--- config.mk ---
export PLATFORM = sky130hd
export DESIGN_NAME = mem_bus_arbiter
export DESIGN_NICKNAME = d
export VERILOG_FILES = /design/src/rtl/mem_bus_arbiter_pkg.sv /design/src/rtl/mem_bus_arbiter_grant_picker.sv /design/src/rtl/mem_bus_arbiter.sv
export SDC_FILE = /design/constraint.sdc
export NUM_CORES = 1
export LEC_CHECK = 0
export ABC_CLOCK_PERIOD_IN_PS = 3900
export BUFFER_PORTS_ARGS = -buffer_cell sky130_fd_sc_hd__buf_2
export CORE_MARGIN = 4
export CORE_UTILIZATION = 53
export CTS_BUF_LIST = sky130_fd_sc_hd__clkbuf_2 sky130_fd_sc_hd__clkbuf_4 sky130_fd_sc_hd__clkbuf_8
export CTS_CLUSTER_SIZE = 25
export DETAILED_ROUTE_END_ITERATION = 8
export PLACE_DENSITY = 0.95
export SYNTH_ARGS = -nofsm -noshare
export SYNTH_HDL_FRONTEND = slang
export SYNTH_HIERARCHICAL = 1
export SYNTH_SLANG_ARGS = --single-unit
--- constraint.sdc ---
create_clock -name clk -period 3.9 [get_ports clk]
set_input_delay 0.975 -clock clk [delete_from_list [all_inputs] [get_ports clk]]
set_output_delay 0.975 -clock clk [all_outputs]
set_load 0.02 [all_outputs]
--- src/rtl/mem_bus_arbiter_pkg.sv ---
// Shared types and constants for the CPU/loader memory bus arbiter.
// Holds the FSM encoding, port and direction IDs, and the burst-count update rule.
package mem_bus_arbiter_pkg;

  typedef enum logic [1:0] {
    ST_IDLE   = 2'd0,
    ST_ACCESS = 2'd1,
    ST_ACK    = 2'd2
  } state_e;

  localparam logic PORT_CPU = 1'b0;
  localparam logic PORT_LDR = 1'b1;
  localparam logic RW_READ  = 1'b1;
  localparam logic RW_WRITE = 1'b0;

  localparam int CNT_W = 4;
  typedef logic [CNT_W-1:0] cnt_t;

  // Locked loader grants extend the burst (saturating); anything else restarts it.
  function automatic cnt_t burst_next(input cnt_t cnt, input logic port,
                                      input logic lock, input cnt_t max_burst);
    if (port == PORT_LDR && lock) begin
      return (cnt >= max_burst) ? max_burst : cnt + cnt_t'(1);
    end
    return '0;
  endfunction

endpackage

--- src/rtl/mem_bus_arbiter_grant_picker.sv ---
// Combinational winner select between the CPU and loader ports.
// Round-robin on contention, except that a locked loader keeps the bus until its burst is spent.
module mem_grant_picker
  import mem_bus_arbiter_pkg::*;
#(
  parameter int MAX_BURST = 4
) (
  input  logic p0_req,
  input  logic p1_req,
  input  logic p1_lock,
  input  logic last_served,
  input  cnt_t burst_cnt,
  output logic grant_valid,
  output logic grant_port
);

  logic lock_active;

  assign lock_active = (last_served == PORT_LDR) && p1_lock &&
                       (burst_cnt < CNT_W'(MAX_BURST));

  always_comb begin
    grant_valid = p0_req | p1_req;
    grant_port  = PORT_CPU;
    if (p0_req && p1_req) begin
      grant_port = lock_active ? PORT_LDR : ~last_served;
    end else if (p1_req) begin
      grant_port = PORT_LDR;
    end
  end

endmodule

--- src/rtl/mem_bus_arbiter.sv ---
// Shares one memory bus between the CPU controller (port 0) and the loader (port 1).
// Sequences a single registered access per grant and returns read data with an ack pulse.
module mem_bus_arbiter
  import mem_bus_arbiter_pkg::*;
#(
  parameter int AW        = 8,
  parameter int DW        = 8,
  parameter int MEM_LAT   = 1,
  parameter int MAX_BURST = 4
) (
  input  logic          clk,
  input  logic          rst,
  input  logic          p0_req,
  input  logic          p0_rw,
  input  logic [AW-1:0] p0_addr,
  input  logic [DW-1:0] p0_wdata,
  output logic          p0_ack,
  input  logic          p1_req,
  input  logic          p1_lock,
  input  logic          p1_rw,
  input  logic [AW-1:0] p1_addr,
  input  logic [DW-1:0] p1_wdata,
  output logic          p1_ack,
  output logic [DW-1:0] rdata,
  output logic          owner,
  output logic          busy,
  output logic          mem_en,
  output logic          mem_rw,
  output logic [AW-1:0] mem_addr,
  output logic [DW-1:0] mem_wdata,
  input  logic [DW-1:0] mem_rdata
);

  if (MEM_LAT < 1 || MEM_LAT > 15) begin : g_bad_mem_lat
    $fatal(1, "mem_bus_arbiter: MEM_LAT must be in 1..15");
  end
  if (MAX_BURST < 1 || MAX_BURST > 15) begin : g_bad_max_burst
    $fatal(1, "mem_bus_arbiter: MAX_BURST must be in 1..15");
  end

  state_e        state_q, state_d;
  cnt_t          lat_cnt_q, lat_cnt_d;
  cnt_t          burst_cnt_q, burst_cnt_d;
  logic          last_served_q, last_served_d;
  logic          owner_q, owner_d;
  logic          busy_q, busy_d;
  logic          mem_en_q, mem_en_d;
  logic          mem_rw_q, mem_rw_d;
  logic [AW-1:0] mem_addr_q, mem_addr_d;
  logic [DW-1:0] mem_wdata_q, mem_wdata_d;
  logic [DW-1:0] rdata_q, rdata_d;
  logic          p0_ack_q, p0_ack_d;
  logic          p1_ack_q, p1_ack_d;

  logic grant_valid;
  logic grant_port;
  logic lat_done;

  mem_grant_picker #(
    .MAX_BURST (MAX_BURST)
  ) u_picker (
    .p0_req      (p0_req),
    .p1_req      (p1_req),
    .p1_lock     (p1_lock),
    .last_served (last_served_q),
    .burst_cnt   (burst_cnt_q),
    .grant_valid (grant_valid),
    .grant_port  (grant_port)
  );

  assign lat_done = (lat_cnt_q == CNT_W'(MEM_LAT - 1));

  // NOTE: sequential state uses non-blocking assignments so every flop samples pre-edge values.
  always_ff @(posedge clk or negedge rst) begin
    if (!rst) begin
      state_q       <= ST_IDLE;
      lat_cnt_q     <= '0;
      burst_cnt_q   <= '0;
      last_served_q <= PORT_LDR;
      owner_q       <= PORT_CPU;
      busy_q        <= 1'b0;
      mem_en_q      <= 1'b0;
      mem_rw_q      <= RW_READ;
      mem_addr_q    <= '0;
      mem_wdata_q   <= '0;
      rdata_q       <= '0;
      p0_ack_q      <= 1'b0;
      p1_ack_q      <= 1'b0;
    end else begin
      state_q       <= state_d;
      lat_cnt_q     <= lat_cnt_d;
      burst_cnt_q   <= burst_cnt_d;
      last_served_q <= last_served_d;
      owner_q       <= owner_d;
      busy_q        <= busy_d;
      mem_en_q      <= mem_en_d;
      mem_rw_q      <= mem_rw_d;
      mem_addr_q    <= mem_addr_d;
      mem_wdata_q   <= mem_wdata_d;
      rdata_q       <= rdata_d;
      p0_ack_q      <= p0_ack_d;
      p1_ack_q      <= p1_ack_d;
    end
  end

  always_comb begin
    state_d = state_q;
    case (state_q)
      ST_IDLE:   if (grant_valid) state_d = ST_ACCESS;
      ST_ACCESS: if (lat_done) state_d = ST_ACK;
      ST_ACK:    state_d = ST_IDLE;
      default:   state_d = ST_IDLE;
    endcase
  end

  // NOTE: every signal gets a hold/default value first so no path leaves it unassigned (no latches).
  always_comb begin
    lat_cnt_d     = lat_cnt_q;
    burst_cnt_d   = burst_cnt_q;
    last_served_d = last_served_q;
    owner_d       = owner_q;
    mem_en_d      = 1'b0;
    mem_rw_d      = mem_rw_q;
    mem_addr_d    = mem_addr_q;
    mem_wdata_d   = mem_wdata_q;
    rdata_d       = rdata_q;
    p0_ack_d      = 1'b0;
    p1_ack_d      = 1'b0;

    case (state_q)
      ST_IDLE: begin
        if (grant_valid) begin
          owner_d       = grant_port;
          last_served_d = grant_port;
          burst_cnt_d   = burst_next(burst_cnt_q, grant_port, p1_lock, CNT_W'(MAX_BURST));
          lat_cnt_d     = '0;
          mem_en_d      = 1'b1;
          mem_rw_d      = (grant_port == PORT_CPU) ? p0_rw    : p1_rw;
          mem_addr_d    = (grant_port == PORT_CPU) ? p0_addr  : p1_addr;
          mem_wdata_d   = (grant_port == PORT_CPU) ? p0_wdata : p1_wdata;
        end
      end
      ST_ACCESS: begin
        if (lat_done) begin
          if (mem_rw_q != RW_WRITE) rdata_d = mem_rdata;
          mem_rw_d = RW_READ;
          p0_ack_d = (owner_q == PORT_CPU);
          p1_ack_d = (owner_q == PORT_LDR);
        end else begin
          lat_cnt_d = lat_cnt_q + cnt_t'(1);
        end
      end
      default: ;
    endcase
  end

  assign busy_d = (state_d != ST_IDLE);

  assign p0_ack    = p0_ack_q;
  assign p1_ack    = p1_ack_q;
  assign rdata     = rdata_q;
  assign owner     = owner_q;
  assign busy      = busy_q;
  assign mem_en    = mem_en_q;
  assign mem_rw    = mem_rw_q;
  assign mem_addr  = mem_addr_q;
  assign mem_wdata = mem_wdata_q;

endmodule
# After elaboration in Yosys (flattened, before gate mapping)
# Index checks and enable logic that the tools add are counted.
# Widths: inputs -> output; s select.
[word_totals]
regBits = 41
input_bits = 47
out_inout_bits = 30
wordCells = 63
[classes]
n_addsub = 2
order_cmp = 2
n_eq_ne = 4
mux = 27
bitwise = 3
n_reduce_logical = 12
[op_table]
columns = ["cell", "count"]
rows = [
  ["$mux 4", 5],
  ["$mux 8", 2],
  ["$mux 1", 15],
  ["$reduce_and 3->1", 3],
  ["$add 4x1->4 const B", 2],
  ["$pmux 4 s2", 1],
  ["$ne 2x2->1 const B", 3],
  ["$ge 4x3->1 const B", 1],
  ["$logic_and 1x1->1", 4],
  ["$logic_not 4->1", 1],
  ["$lt 4x3->1 const B", 1],
  ["$mux 2", 2],
  ["$pmux 2 s2", 1],
  ["$reduce_bool 2->1", 2],
  ["$eq 2x1->1 const B", 1],
  ["$logic_not 2->1", 1],
  ["$not 1->1", 2],
  ["$pmux 1 s2", 1],
  ["$reduce_and 2->1", 1],
  ["$or 1x1->1", 1],
]

# Depth between registers and ports, before layout
[logic_depth]
word_depth = 9
ltp_mapped = 6
mapped_depth_nobuf = 5

# Cells and area by module
# The synthesis kept the hierarchy.
[by_module_without_submodules]
columns = ["mod", "n_inst", "cells_each", "area_per_inst_um2", "seq_area_each_um2"]
rows = [
  ["mem_bus_arbiter", 1, 153, 1790.5, 1028.5],
  ["mem_grant_picker", 1, 4, 30.0, 0.0],
]

# Worst setup path before layout
# No wires, ideal clock.
[synth_path]
path_type = "in2reg"
startpoint = "in p1_lock"
endpoint = "reg mem_addr_q[7] (netlist: mem_addr[7])"
setup_ps = 128
arrival_ps = 1983
required_time_ps = 3772
path_slack_ps = 1790
stages = 6
n_path_buf = 2
path_cell_list = "nor3b_2 > o21a_1 > buf_2 > buf_2 > mux2i_1 > o21ai_0"
[synth_via]
elab_chain_len = 5
[synth_lines]
columns = ["item", "line_no", "text"]
rows = [
  ["start: declaration", "mem_bus_arbiter.sv:19", "input logic p1_lock,"],
  ["$logic_and 1x1->1 (2 in a row)", "mem_bus_arbiter_grant_picker.sv:19", "assign lock_active = (last_served == PORT_LDR) && p1_lock &&"],
  ["$mux 1", "mem_bus_arbiter_grant_picker.sv:26", "grant_port = lock_active ? PORT_LDR : ~last_served;"],
  ["$mux 1", "mem_bus_arbiter_grant_picker.sv:25", "if (p0_req && p1_req) begin"],
  ["net grant_port", "mem_bus_arbiter.sv:56", "logic grant_port;"],
  ["$mux 8", "mem_bus_arbiter.sv:139", "mem_addr_d = (grant_port == PORT_CPU) ? p0_addr : p1_addr;"],
  ["end signal: assignment", "mem_bus_arbiter.sv:98", "mem_addr_q <= mem_addr_d;"],
  ["end: declaration", "mem_bus_arbiter.sv:49", "logic [AW-1:0] mem_addr_q, mem_addr_d;"],
]
# The timed path passes the listed nets, and every way through them passes these cells.
# A chain may end at the register's enable or synchronous reset.

# Worst setup path in the final report
[layout_path]
startpoint = "in p1_req"
endpoint = "reg burst_cnt_q[2]"
[layout_via]
elab_cells_between_ends = 10
cone_classes = "mux (6); bitwise (1); reduce/logical (3)"
[layout_rtl]
columns = ["item", "line_no", "text"]
rows = [
  ["start: declaration", "mem_bus_arbiter.sv:18", "input logic p1_req,"],
  ["$or 1x1->1", "mem_bus_arbiter_grant_picker.sv:23", "grant_valid = p0_req | p1_req;"],
  ["net grant_valid", "mem_bus_arbiter.sv:55", "logic grant_valid;"],
  ["$reduce_and 2->1 (no source line)", "--", ""],
  ["end signal: assignment", "mem_bus_arbiter.sv:92", "burst_cnt_q <= burst_cnt_d;"],
  ["end: declaration", "mem_bus_arbiter.sv:43", "cnt_t burst_cnt_q, burst_cnt_d;"],
]
# The timed path passes the listed nets, and every way through them passes these cells. The select of a mux whose other input is x is not followed.

==> flow_metrics.env <==
export IMPL_status="complete, no violations"
export IMPL_critPathMostFrequentCell="a21oi_1"
export IMPL_internal_power_mw=0.9577
export IMPL_rsz0062_at_grt="false"
export IMPL_sequentialPowerShare=0.426
export IMPL_drv_cap=0
export IMPL_use_met1=0.1930
export IMPL_period_needed_ns=2.324
export IMPL_yosys_area_top_type="dfrtp_1"
export IMPL_switching_share=0.4192
export IMPL_cts_buffers=5
export IMPL_hp_class="reg -> reg"
export IMPL_clk_latency_ns=0.35
export IMPL_io_pins=77
export IMPL_synthCells=157
export IMPL_setup_viol=0
export IMPL_drv_slew=0
export IMPL_antenna_cells=0
export IMPL_hold_buffers=0
export IMPL_p_comb_frac=0.451
export IMPL_static_leakage_power_nw=1.210
export IMPL_cts_max_path_buffers=2
export IMPL_syn2layout_area_growth_pct=24.88
export IMPL_fp_dieW_um=66.61
export IMPL_clock_sinks=41
export IMPL_synth_common_cells="dfrtp_1, nand2_1, mux2i_1, o21ai_0, mux2_2"
export IMPL_io_buffer_count=76
export IMPL_clk_pin_slew_ns=0.11
export IMPL_ys_warn_count=6
export IMPL_post_route_drc_count=0
export IMPL_rr_worst_depth=5
export IMPL_grt_usage=0.1799
export IMPL_firstDrtPassIters=4
export IMPL_crit_chain="buf_2 > or2_2 > or3b_1 > buf_4 > inv_2 > a21oi_1 > a21oi_1"
export IMPL_yosys_top_cells_area="dfrtp_1, mux2i_1, nand2_1"
export IMPL_crit_path_top_delay_cell="or3b_1"
export IMPL_die_area_um2=4437
export IMPL_cts_root_buf="clkbuf_4"
export IMPL_critical_path_class="in -> reg"
export IMPL_worst_pin_slew_ns=0.8749
export IMPL_yosys_cell_count_top_type="dfrtp_1"
export IMPL_worst_setup_path_end_kind="flop"
export IMPL_async_reset_ff_frac=1.000
export IMPL_cts_tree="built"
export IMPL_syn_avg_cell_area_um2=11.60
export IMPL_syn_num_nets=207
export IMPL_die_h_um=66.61
export IMPL_antenna_found_initial=0
export IMPL_relSlewSlack=0.4168
export IMPL_p_per_area_nw_per_um2=725.2
export IMPL_htreeDepth=2
export IMPL_synth_xor_area_frac=0
export IMPL_synth_distinct_cells=33
export IMPL_synth_compound_area_frac=0.07973
export IMPL_netlist_area_leader_share=0.5361
export IMPL_vias=1400
export IMPL_whs_path_depth=2
export IMPL_grt_first_pass_wirelength_um=5885
export IMPL_busiest_layer="met2"
export IMPL_yosys_area_share_simple=0.1375
export IMPL_setup_slack_ns=1.576
export IMPL_synth_seq_cells=41
export IMPL_netlist_area_um2=1820
export IMPL_place_area_um2=2218
export IMPL_synthAdderAreaFrac=0.02062
export IMPL_synth_top_family_by_area="multiplexers"
export IMPL_p_clk_frac=0.123
export IMPL_grt_use_met2=0.3131
export IMPL_critPathLaunchType="input port"
export IMPL_fin_area_um2=2273
export IMPL_place_ws_ns=1.201
export IMPL_use_met3=0.06408
export IMPL_holdWs_ns=0.4735
export IMPL_crit_required_ns=4.14
export IMPL_globalplace_congestion=0.7754
export IMPL_cts_resized_gates=0
export IMPL_skew_ns=0.005394
export IMPL_overflow=0
export IMPL_nNetsFinal=284
export IMPL_synth_seq_area_share=0.5649
export IMPL_muxShareOfSynthArea=0.1567
export IMPL_wl_per_cell_um=12.83
export IMPL_core_area_um2=3337
export IMPL_synth_edf_count=0
export IMPL_rows=21
export IMPL_p_switching_mw=0.6911
export IMPL_finalHoldViolations=0
export IMPL_cts_setup_buffers=0
export IMPL_crit_arrival_ns=2.56
export IMPL_critical_path_max_fanout=23
export IMPL_max_freq_mhz=430.2
export IMPL_tns_ns=0
export IMPL_drt_iter0_markers=47
export IMPL_synth_flop_cell="dfrtp_1"
export IMPL_vdd_ir_drop_worst_v=0.0003772
export IMPL_routed_wl_um=3604
export IMPL_hpwlAfterDp_um=2817
export IMPL_period_share=0.5960
export IMPL_viasPerCell=4.982
export IMPL_grt_max_degree=42
export IMPL_antenna_left=0
export IMPL_max_stage_delay_ns=0.55
export IMPL_final_layout_size_suffix_gt1_frac=0.4468
export IMPL_grt_pass1_vias=1409
export IMPL_initial_core_util=0.5456
stage by stage:
| stage | total power, mW | util | instances |
|---|---|---|---|
| floorplan | 1.235 | - | 157 |
| global placement | 1.438 | 0.6648 | 273 |
| detailed placement | 1.469 | 0.6648 | 273 |
| CTS | 1.672 | 0.6813 | 281 |
| global route | 1.770 | 0.6813 | 281 |
| finish | 1.649 | 0.6813 | 281 |
logic make-up after synthesis:
logic type / count (synthesis)
fa+ha+maj: 3
mux: 27
buf+inv: 13
compound gates: 26
flops: 41
simple gates: 47
path summary, 6_finish.rpt:
| kind | slack (ns) | endpoint | startpoint |
|---|---|---|---|
| setup / recovery | 1.58 | burst_cnt_q[2] | p1_req |
| hold / removal | 0.47 | last_served_q | last_served_q |
| setup reg to reg | 1.93 | rdata[0] | lat_cnt_q[0] |
| hold reg to reg | 0.47 | last_served_q | last_served_q |
| max in group asynchronous | 2.63 | burst_cnt_q[0] | rst |
| min in group asynchronous | 0.73 | rdata[2] | rst |
power by group through the flow:
stage,Sequential (mW),Combinational (mW),Clock (mW)
after floorplan,0.893,0.342,0
after global placement,0.707,0.732,0
after detailed placement,0.710,0.759,0
after CTS,0.703,0.757,0.211
after global routing,0.724,0.817,0.228
final,0.702,0.744,0.203
layout make-up:
type / instances / area [um2]
fill: 283 / 1064
sequential: 41 / 1028
timing repair buffer: 78 / 395.4
clock inverter: 3 / 17.52
clock buffer: 5 / 37.54
tap: 46 / 57.56
inverter: 5 / 18.77
multi-input combinational: 103 / 718.2
cells in the final DEF, fill, tap and decap left out, drive strengths merged:
| cell type | instances |
|---|---|
| a21oi | 3 |
| a22o | 1 |
| a22oi | 1 |
| and2 | 1 |
| and3 | 2 |
| buf | 78 |
| clkbuf | 5 |
| clkinv | 2 |
| clkinvlp | 1 |
| dfrtp | 39 |
| dfstp | 2 |
| ha | 3 |
| inv | 5 |
| mux2 | 9 |
| mux2i | 18 |
| nand2 | 26 |
| nand2b | 1 |
| nand3 | 2 |
| nand4 | 1 |
| nor2 | 4 |
| nor2b | 2 |
| nor3b | 2 |
| nor4 | 1 |
| o211ai | 1 |
| o21a | 1 |
| o21ai | 19 |
| or2 | 2 |
| or3b | 2 |
| or4 | 1 |
per-layer routing:
| metal | share of wire | routed length (um) | vias up |
|---|---|---|---|
| met2 | 0.51 | 1848 | 51 |
| met4 | 0.014 | 51 | 0 |
| met5 | 0 | 0 | - |
| li1 | - | - | 695 |
| met3 | 0.084 | 301 | 5 |
| met1 | 0.39 | 1403 | 649 |
state kept, by name, summed over array words and instances (netlist names):
register       count
busy               1
rdata              8
mem_wdata          8
mem_en             1
mem_rw             1
burst_cnt_q        4
owner              1
mem_addr           8
last_served_q      1
p1_ack             1
p0_ack             1
state_q            2
lat_cnt_q          4
critical path: cells and delay by family:
family	cells	cell delay, ns
AO/OA/AOI/OAI	2	0.18
AND/OR/NAND/NOR	2	0.84
buffers and inverters	3	0.56
Note: power is estimated with default switching activity, not from simulation.
